[config.mk]
export PLATFORM = sky130hd
export DESIGN_NAME = nibble_serial_adder
export DESIGN_NICKNAME = d
export VERILOG_FILES = /design/src/rtl/nibble_serial_adder.sv
export SDC_FILE = /design/constraint.sdc
export NUM_CORES = 1
export LEC_CHECK = 0
export CORE_ASPECT_RATIO = 1.2
export CORE_UTILIZATION = 57
export CTS_BUF_LIST = sky130_fd_sc_hd__clkbuf_8
export DETAILED_ROUTE_END_ITERATION = 6
export DONT_BUFFER_PORTS = 1
export PLACE_DENSITY = 0.74
export SLEW_MARGIN = 0
export SYNTH_ARGS = -nofsm -noshare
export SYNTH_HDL_FRONTEND = slang
export SYNTH_SLANG_ARGS = --single-unit
[constraint.sdc]
create_clock -name clk -period 2.4 [get_ports clk]
set_clock_uncertainty 0.05 [all_clocks]
set_input_delay 0.12 -clock clk [delete_from_list [all_inputs] [get_ports clk]]
set_output_delay 0.12 -clock clk [all_outputs]
set_load 0.005 [all_outputs]
[src/rtl/nibble_serial_adder.sv]
// nibble_serial_adder
//   Sequences a wide (4*NIBBLES-bit) addition through one external 4-bit
//   carry-lookahead adder, one nibble per clock, least significant first.
//
// Parameters
//   NIBBLES     number of 4-bit slices (1..16); operand width W = 4*NIBBLES
//
// Ports
//   clk         system clock, rising edge
//   rst         asynchronous active-high reset
//   start       operation request, honoured only while idle
//   op_a, op_b  W-bit operands, captured on an accepted start
//   cin         carry into nibble 0, captured on an accepted start
//   busy        high whenever an operation is in flight or completing
//   done        one-cycle pulse when result/carry_out are fresh
//   result      W-bit sum, held until the next operation completes
//   carry_out   carry out of the top nibble, held with result
//   adder_a     nibble of A driven to the external adder
//   adder_b     nibble of B driven to the external adder
//   adder_cin   running carry driven to the external adder
//   adder_sum   sum nibble returned by the external adder
//   adder_cout  carry returned by the external adder
module nibble_serial_adder #(
    parameter int unsigned NIBBLES = 4
) (
    input  logic                   clk,
    input  logic                   rst,
    input  logic                   start,
    input  logic [4*NIBBLES-1:0]   op_a,
    input  logic [4*NIBBLES-1:0]   op_b,
    input  logic                   cin,
    output logic                   busy,
    output logic                   done,
    output logic [4*NIBBLES-1:0]   result,
    output logic                   carry_out,
    output logic [3:0]             adder_a,
    output logic [3:0]             adder_b,
    output logic                   adder_cin,
    input  logic [3:0]             adder_sum,
    input  logic                   adder_cout
);

    localparam int unsigned W     = 4 * NIBBLES;
    localparam int unsigned CNT_W = (NIBBLES > 1) ? $clog2(NIBBLES) : 1;
    localparam logic [CNT_W-1:0] CNT_LAST = CNT_W'(NIBBLES - 1);

    typedef enum logic [1:0] {
        S_IDLE = 2'd0,
        S_RUN  = 2'd1,
        S_DONE = 2'd2
    } state_t;

    state_t             state;
    logic [W-1:0]       a_sh;
    logic [W-1:0]       b_sh;
    logic [W-1:0]       acc;
    logic [W-1:0]       acc_next;
    logic               c_reg;
    logic [CNT_W-1:0]   cnt;

    // Sum nibbles enter at the top and shift down, so after NIBBLES steps
    // nibble 0 sits at the bottom of the accumulator.
    generate
        if (NIBBLES == 1) begin : g_acc_single
            assign acc_next = adder_sum;
        end else begin : g_acc_multi
            assign acc_next = {adder_sum, acc[W-1:4]};
        end
    endgenerate

    // Adder is only driven while a nibble is being processed.
    always_comb begin
        adder_a   = 4'h0;
        adder_b   = 4'h0;
        adder_cin = 1'b0;
        if (state == S_RUN) begin
            adder_a   = a_sh[3:0];
            adder_b   = b_sh[3:0];
            adder_cin = c_reg;
        end
    end

    // Sequencer: capture, one nibble per cycle, publish, return to idle.
    always_ff @(posedge clk or posedge rst) begin
        if (rst) begin
            state     <= S_IDLE;
            a_sh      <= '0;
            b_sh      <= '0;
            acc       <= '0;
            c_reg     <= 1'b0;
            cnt       <= '0;
            busy      <= 1'b0;
            done      <= 1'b0;
            result    <= '0;
            carry_out <= 1'b0;
        end else begin
            case (state)
                S_IDLE: begin
                    done <= 1'b0;
                    if (start) begin
                        a_sh  <= op_a;
                        b_sh  <= op_b;
                        c_reg <= cin;
                        cnt   <= '0;
                        acc   <= '0;
                        busy  <= 1'b1;
                        state <= S_RUN;
                    end
                end
                S_RUN: begin
                    acc   <= acc_next;
                    a_sh  <= a_sh >> 4;
                    b_sh  <= b_sh >> 4;
                    c_reg <= adder_cout;
                    cnt   <= cnt + CNT_W'(1);
                    // Only the final nibble updates the visible result.
                    if (cnt == CNT_LAST) begin
                        result    <= acc_next;
                        carry_out <= adder_cout;
                        done      <= 1'b1;
                        state     <= S_DONE;
                    end
                end
                S_DONE: begin
                    done  <= 1'b0;
                    busy  <= 1'b0;
                    state <= S_IDLE;
                end
                default: begin
                    done  <= 1'b0;
                    busy  <= 1'b0;
                    state <= S_IDLE;
                end
            endcase
        end
    end

endmodule

### After elaboration in Yosys (flattened, before gate mapping)

Cells that the tools add are included.

| cells by class | value |
|---|---|
| $add $sub $neg | 1 |
| equal/unequal tests | 4 |
| muxes and demuxes | 20 |
| bitwise operators | 1 |
| reductions and logical operators | 6 |

Operators by type and width:

| operator | count |
|---|---|
| 16-bit case mux with 2 select lines | 3 |
| 16-bit 2-to-1 mux | 3 |
| 4-bit 2-to-1 mux | 2 |
| 2-bit case mux with 2 select lines | 2 |
| 2-bit AND reduction | 4 |
| 2-bit 2-to-1 mux | 3 |
| 1-bit 2-to-1 mux | 5 |
| 1-bit case mux with 2 select lines | 2 |
| 2-bit by 1-bit adder with 2-bit output (second input constant) | 1 |
| 2-bit by 1-bit equality test with 1-bit output (second input constant) | 1 |
| 2-bit equality test (second input constant) | 1 |
| 2-bit zero test | 1 |
| 2-bit by 1-bit != test with 1-bit output (second input constant) | 1 |
| 2-bit != test (second input constant) | 1 |
| 2-bit nonzero test | 1 |
| 1-bit inverter | 1 |

| storage, ports and cells | value |
|---|---|
| flip-flop bits (word level) | 72 |
| input bits | 41 |
| output and inout bits | 28 |
| logic and storage cells | 42 |

### Logic depth before layout (Yosys ltp)

Gate-level depths: netlist of run 1.

| logic depth | value |
|---|---|
| depth in word-level cells | 3 |
| mapped depth | 5 |
| depth with buffers taken out | 3 |

### Least setup slack after synthesis of run 1

OpenSTA, ideal clock, no wires.

| path | value |
|---|---|
| path kind | register -> register |
| from | register cnt[0] |
| to | register result[10] |
| library setup time | 0.125 ns |
| arrival | 1.220 ns |
| required time | 2.225 ns |
| setup slack | 1.004 ns |
| cell stages (with the launch flop) | 5 |
| path buffers | 1 |
| period minus slack after synthesis | 1.396 ns |
| cell sequence | dfrtp_1 > ha_1 > nand3b_4 > buf_6 > mux2_4 |

| between the ends | value |
|---|---|
| word-level cells in the longest chain between the ends | 2 |

Ends and longest elaborated chain:

| element | line | text |
|---|---|---|
| from (decl) | 59 | `logic [CNT_W-1:0] cnt;` |
| from (signal assigned) | 115 | `cnt <= cnt + CNT_W'(1);` |
| 2-bit equality test | 117 | `if (cnt == CNT_LAST) begin` |
| 2-bit AND reduction (no line) | - |  |
| to (signal assigned) | 118 | `result <= acc_next;` |
| to (decl) | 34 | `output logic [4*NIBBLES-1:0] result,` |

Every way passes these cells.
A chain may end at the register's enable or synchronous reset.

### Worst setup path in the final report of run 1

| path | value |
|---|---|
| from | register state[0] |
| to | output adder_cin |

| between the ends | value |
|---|---|
| word-level cells in the longest chain between the ends | 2 |

Ends and longest elaborated chain:

| element | line | text |
|---|---|---|
| from (decl) | 53 | `state_t state;` |
| from (signal assigned) | 86 | `state <= S_IDLE;` |
| from (signal assigned) | 107 | `state <= S_RUN;` |
| from (signal assigned) | 121 | `state <= S_DONE;` |
| 2-bit by 1-bit equality test with 1-bit output | 76 | `if (state == S_RUN) begin` |
| 1-bit 2-to-1 mux | 76 |  |
| to (decl) | 38 | `output logic adder_cin,` |

Every way passes these cells.

==> impl_metrics.py, run 1 <==
metrics = {
    "run_status": {
        "outcome": "complete, no violations",
    },
    "final_layout": {
        "nets": 318,
        "fin_util_pct": 65.99,
        "fin_area_mm2": 0.003472,
        "drive_gt1_share_pct": 16.49,
        "diodes": 0,
        "reg_top3": "a_sh: 16 flops, b_sh: 16 flops, result: 16 flops",
        "area_growth_pct": 11.76,
        "fill_cells": 417,
    },
    "pwr": {
        "power_density_mw_per_mm2": 1279,
        "peakVddDrop_mv": 0.7473,
        "leakagePower_uw": 0.001596,
    },
    "cts": {
        "numCtsBuffers": 9,
        "postCtsResizedCells": 0,
        "cts_root_buffer": "clkbuf_8",
        "clk_path_buf_depth": 2,
        "clkLatencyLatePin_ns": 0.33,
        "clock-sinks": 68,
        "clk_pin_slew_ns": 0.07,
        "h-tree-depth": 3,
        "postCtsSetupRepairBufs": 0,
        "postCtsHoldBufs": 19,
        "cts_tree": "done",
    },
    "grt": {
        "grt_pass1_wl_um": 10600,
        "grt_use_total_pct": 23.61,
        "antenna_found_initial": 0,
        "overflow": 0,
        "grt_max_degree": 36,
        "grt_pass1_vias": 2172,
    },
    "floorplan": {
        "die_area_mm2": 0.005751,
        "ios": 69,
        "rows": 29,
        "placeableCoreArea_mm2": 0.005261,
        "fp.dieH_um": 82.88,
        "die_x_um": 69.40,
        "start_util_pct": 59.05,
    },
    "min_path": {
        "hp-class": "input pin to flip-flop",
    },
    "synthesis": {
        "ys_warn_count": 0,
        "synth_cell_types": 32,
        "synth_edf_count": 0,
        "synth_ff_type": "dfrtp_1",
        "yosysTopAreaCell": "dfrtp_1",
        "ys_top_cells_by_count": "dfrtp_1 (68), inv_1 (34), nor4b_1 (24), a221oi_1 (15)",
        "syn_inst": 262,
        "yosys.cell_count.top_type": "dfrtp_1",
        "async_reset_ff_share_pct": 100.0,
        "ys_seq_area_share_pct": 54.77,
        "synth-seq-cells": 68,
        "syn_area_mm2": 0.003107,
        "yosysTopAreaCellShare_pct": 54.77,
        "avgSynthCellArea_um2": 11.86,
        "syn-num-nets": 304,
        "synth_area_leaders": "dfrtp_1 (55%), nor4b_1 (6.8%), mux2_4 (4.3%)",
    },
    "placement": {
        "port_buffers": 0,
        "place_area_mm2": 0.003126,
        "pre_cts_slack_ns": 0.6965,
        "gp_congestion": 0.7576,
        "dp_hpwl_um": 4041,
    },
    "timing": {
        "setup_violations": 0,
        "max_freq_ghz": 0.4951,
        "finalMaxSlewViolations": 0,
        "rsz0062_at_grt": "false",
        "setup_tns_ns": 0,
        "tightest_slew_ns": 0.6243,
        "fin_ws_ns": 0.3801,
        "relSlewSlack_pct": 58.38,
        "finalCritPeriodShare_pct": 84.16,
        "finalCriticalPeriod_ns": 2.020,
        "hold_viol_final": 0,
    },
    "setup_path": {
        "crit_path_start_kind": "flip-flop",
        "worst_setup_path_end_kind": "output pin",
        "crit_type": "flip-flop to output pin",
        "crit_path_max_fanout": 29,
        "cp.required_ns": 2.23,
        "cp_data_arrival_time_ns": 1.85,
    },
    "routing": {
        "vias_per_cell": 6.129,
        "drt_iter0_markers": 132,
        "wl_um": 6319,
        "drt_pre_antenna_iters": 6,
        "remaining_drc_errors": 0,
        "drtAntennaViolNets": 0,
        "dr_total_vias": 2090,
        "wire_per_inst_um": 18.53,
    },
    "flow_run": {
        "cap_violations": 0,
    },
}
[cell families after synthesis]
family,share of synthesized area [%]
compound gates,13.69
fa+ha+maj,0.4027
mux,7.572
simple gates,15.18
buf+inv,8.377
flops,54.77
[metrics by stage]
| step | std cells | power [uW] | hold slack (ns) |
|---|---|---|---|
| after global placement | 308 | 3577 | -0.003871 |
| final | 341 | 4441 | 0.01726 |
| after detailed placement | 308 | 3659 | -0.01473 |
| after floorplan | 262 | 3330 | 0.2097 |
| after CTS | 341 | 4473 | 0.0002241 |
| after global routing | 341 | 4742 | 0.01121 |
[routing by layer]
| metal | share of wire, % | global-route usage [%] |
|---|---|---|
| met5 | 0 | 0 |
| met1 | 45 | 29.93 |
| met3 | 4.3 | 6.432 |
| met2 | 49 | 38.31 |
| met4 | 1.7 | 9.462 |
[placed cells by master (no fill, tap or decap)]
master / n
a211oi_1: 8
a211oi_2: 1
a21o_1: 1
a21oi_1: 2
a221oi_1: 15
a22o_1: 13
and2_1: 1
buf_4: 9
clkbuf_8: 10
clkinv_2: 3
dfrtp_1: 68
dlygate4sd3_1: 19
ha_1: 1
inv_1: 34
inv_2: 1
mux2_2: 8
mux2_4: 9
mux2i_1: 1
nand2_1: 7
nand2b_1: 3
nand3b_1: 7
nand3b_4: 1
nor2_1: 10
nor2b_2: 1
nor3b_1: 9
nor4b_1: 24
nor4bb_1: 1
o21ba_2: 1
o21bai_2: 1
o221a_2: 1
o221ai_1: 7
or2_1: 1
or4b_1: 1
[critical path: stages, from the launching register on]
cell,delay (ns)
dfrtp_1,0.74
nor2b_2,0.25
buf_4,0.31
and2_1,0.21
[area by class of cell]
class,instances,area (um^2),share of cell area (%)
multi-input cells,135,1151,33.15
flip-flops and latches,68,1702,49.01
inverters,34,127.6,3.676
clock inverters,4,18.77,0.5405
well taps,62,77.57,2.234
clock buffers,10,137.6,3.964
repair buffers,28,257.7,7.423
[path summary, 6_finish.rpt]
check	startpoint	end	slack, ns	cells after the start
max	state[0]	adder_cin	0.38	3
min	op_b[6]	b_sh[6]	0.02	2
max reg2reg	state[0]	c_reg	0.67	2
min reg2reg	b_sh[12]	b_sh[12]	0.43	1
max in group asynchronous	rst	result[8]	1.39	3
min in group asynchronous	rst	result[11]	0.20	2
[where the power goes]
group	switching, uW	internal [uW]
Clock	391	382
Sequential	342	1680
Combinational	862	782
Total	1600	2850
No activity file was read; power rests on OpenSTA's default activity.
==> run 2: changes to the inputs <==
==> constraint.sdc (replaced) <==
create_clock -name clk -period 2.1 [get_ports clk]
set_clock_uncertainty 0.05 [all_clocks]
set_input_delay 0.105 -clock clk [delete_from_list [all_inputs] [get_ports clk]]
set_output_delay 0.105 -clock clk [all_outputs]
set_load 0.005 [all_outputs]
==> run 2 against run 1 <==
Combinational power rose by 16%; total power up 18%; cell area grew 1.3%; sequential share of layout area down 0.64 points; flip-flop and latch count stayed put; hold slack lost 0.014 ns; highest routed layer unchanged.
==> impl_metrics.py, run 2 (same netlist as run 1, synthesis figures left out) <==
metrics = {
    "timing": {
        "hold_viol_final": 0,
        "setup_violations": 0,
        "tightest_slew_ns": 0.5339,
        "finalMaxSlewViolations": 0,
        "finalCritPeriodShare_pct": 87.57,
        "setup_tns_ns": 0,
        "max_freq_ghz": 0.5438,
        "rsz0062_at_grt": "false",
        "relSlewSlack_pct": 64.41,
        "finalCriticalPeriod_ns": 1.839,
    },
    "final_layout": {
        "drive_gt1_share_pct": 17.44,
        "mostFrequentLayoutCells": "dfrtp_1 (68), inv_1 (34), nor4b_1 (24)",
        "diodes": 0,
        "area_growth_pct": 13.25,
        "layout_commonest_cell": "dfrtp_1",
        "fin_util_pct": 66.87,
        "fin_area_mm2": 0.003518,
        "fill_cells": 392,
        "reg_top3": "a_sh: 16 flops, b_sh: 16 flops, result: 16 flops",
        "nets": 320,
    },
    "routing": {
        "remaining_drc_errors": 0,
        "wire_per_inst_um": 17.90,
        "drtAntennaViolNets": 0,
        "wl_um": 6139,
        "dr_total_vias": 2117,
        "drt_pre_antenna_iters": 4,
        "drt_iter0_markers": 95,
        "vias_per_cell": 6.172,
    },
    "placement": {
        "gp_congestion": 0.7366,
        "port_buffers": 0,
        "place_area_mm2": 0.003148,
        "dp_hpwl_um": 4112,
    },
    "cts": {
        "clk_pin_slew_ns": 0.07,
        "h-tree-depth": 3,
        "clkLatencyLatePin_ns": 0.33,
        "postCtsSetupRepairBufs": 0,
        "cts_tree": "done",
        "numCtsBuffers": 9,
        "cts_root_buffer": "clkbuf_8",
        "clock-sinks": 68,
        "clk_path_buf_depth": 2,
    },
    "grt": {
        "antenna_found_initial": 0,
        "overflow": 0,
        "grt_pass1_wl_um": 10650,
        "grt_use_total_pct": 23.40,
        "grt_pass1_vias": 2197,
        "grt_max_degree": 35,
    },
    "floorplan": {
        "die_area_mm2": 0.005751,
        "die_x_um": 69.40,
        "start_util_pct": 59.05,
        "placeableCoreArea_mm2": 0.005261,
        "ios": 69,
        "rows": 29,
        "fp.dieH_um": 82.88,
    },
    "setup_path": {
        "max_stage_delay_ns": 0.68,
        "crit_chain": "nand2b_1, buf_4, nor2_1",
        "crit_path_max_fanout": 18,
        "cpMaxStageDelayCell": "dfrtp_1",
        "crit_type": "flip-flop to output pin",
        "crit_path_start_kind": "flip-flop",
        "cp_data_arrival_time_ns": 1.68,
        "path_buf_inv": 1,
        "cp.required_ns": 1.95,
        "worst_setup_path_end_kind": "output pin",
        "crit_family": "flip-flops",
    },
    "pwr": {
        "peakVddDrop_mv": 0.7184,
        "leakagePower_uw": 0.001621,
        "power_density_mw_per_mm2": 1488,
    },
    "run_status": {
        "outcome": "complete, no violations",
    },
    "min_path": {
        "hp-class": "input pin to flip-flop",
    },
    "flow_run": {
        "cap_violations": 0,
    },
}
## run 2: changes by cell type in the layout (fill, tap and decap cells not counted), sizes merged
cell	previous run	this run
clkbuf	10	11
buf	9	12
clkinv	3	1
dlygate4sd3	19	18
bufinv	0	1
## run 2: area by class of cell
cell class | instances | area, um^2 | share of cell area (%)
flip-flops and latches | 68 | 1702 | 48.36
multi-input cells | 135 | 1151 | 32.72
repair buffers | 30 | 270.3 | 7.681
clock buffers | 11 | 151.4 | 4.303
inverters | 34 | 127.6 | 3.627
well taps | 62 | 77.57 | 2.205
clock inverters | 3 | 38.79 | 1.102
## run 2: through the flow
stage	setup slack (ns)	instances	total power [uW]	hold slack, ns
3_3_place_gp	0.4965	311	4114	-0.09207
6_report	0.2611	343	5234	0.003686
3_5_place_dp	0.4410	311	4218	-0.08563
5_1_grt	0.09927	343	5640	0.006955
2_1_floorplan	0.2335	262	3806	0.1947
4_1_cts	0.2274	343	5286	0.0007758
## run 2: per-layer routing
layer | share of wire (%) | global-route usage (%)
met1 | 43 | 30.57
met2 | 51 | 37.78
met3 | 4.3 | 5.218
met4 | 1.7 | 9.462
met5 | 0 | 0
## run 2: path summary, 6_finish.rpt
check,startpoint,to,slack (ns),cells past startpoint
hold reg to reg,cnt[0],cnt[0],0.43,1
max in group asynchronous,rst,result[8],1.16,3
min in group asynchronous,rst,busy,0.13,2
setup / recovery,state[0],adder_b[2],0.26,3
setup reg to reg,state[0],a_sh[13],0.44,3
hold / removal,op_a[11],a_sh[11],0.004,2
## run 2: what timing repair did
item                                   4_1_cts  5_1_grt
hold buffers                                18        0
endpoints found under the hold margin       57        0
resized for setup                            0        0
## run 2: power by group
group          internal (uW)  leakage (uW)  switching (uW)
clock                    594      0.000102             430
sequential              1920      0.000836             393
combinational            929      0.000682             967
total                   3440       0.00162            1790
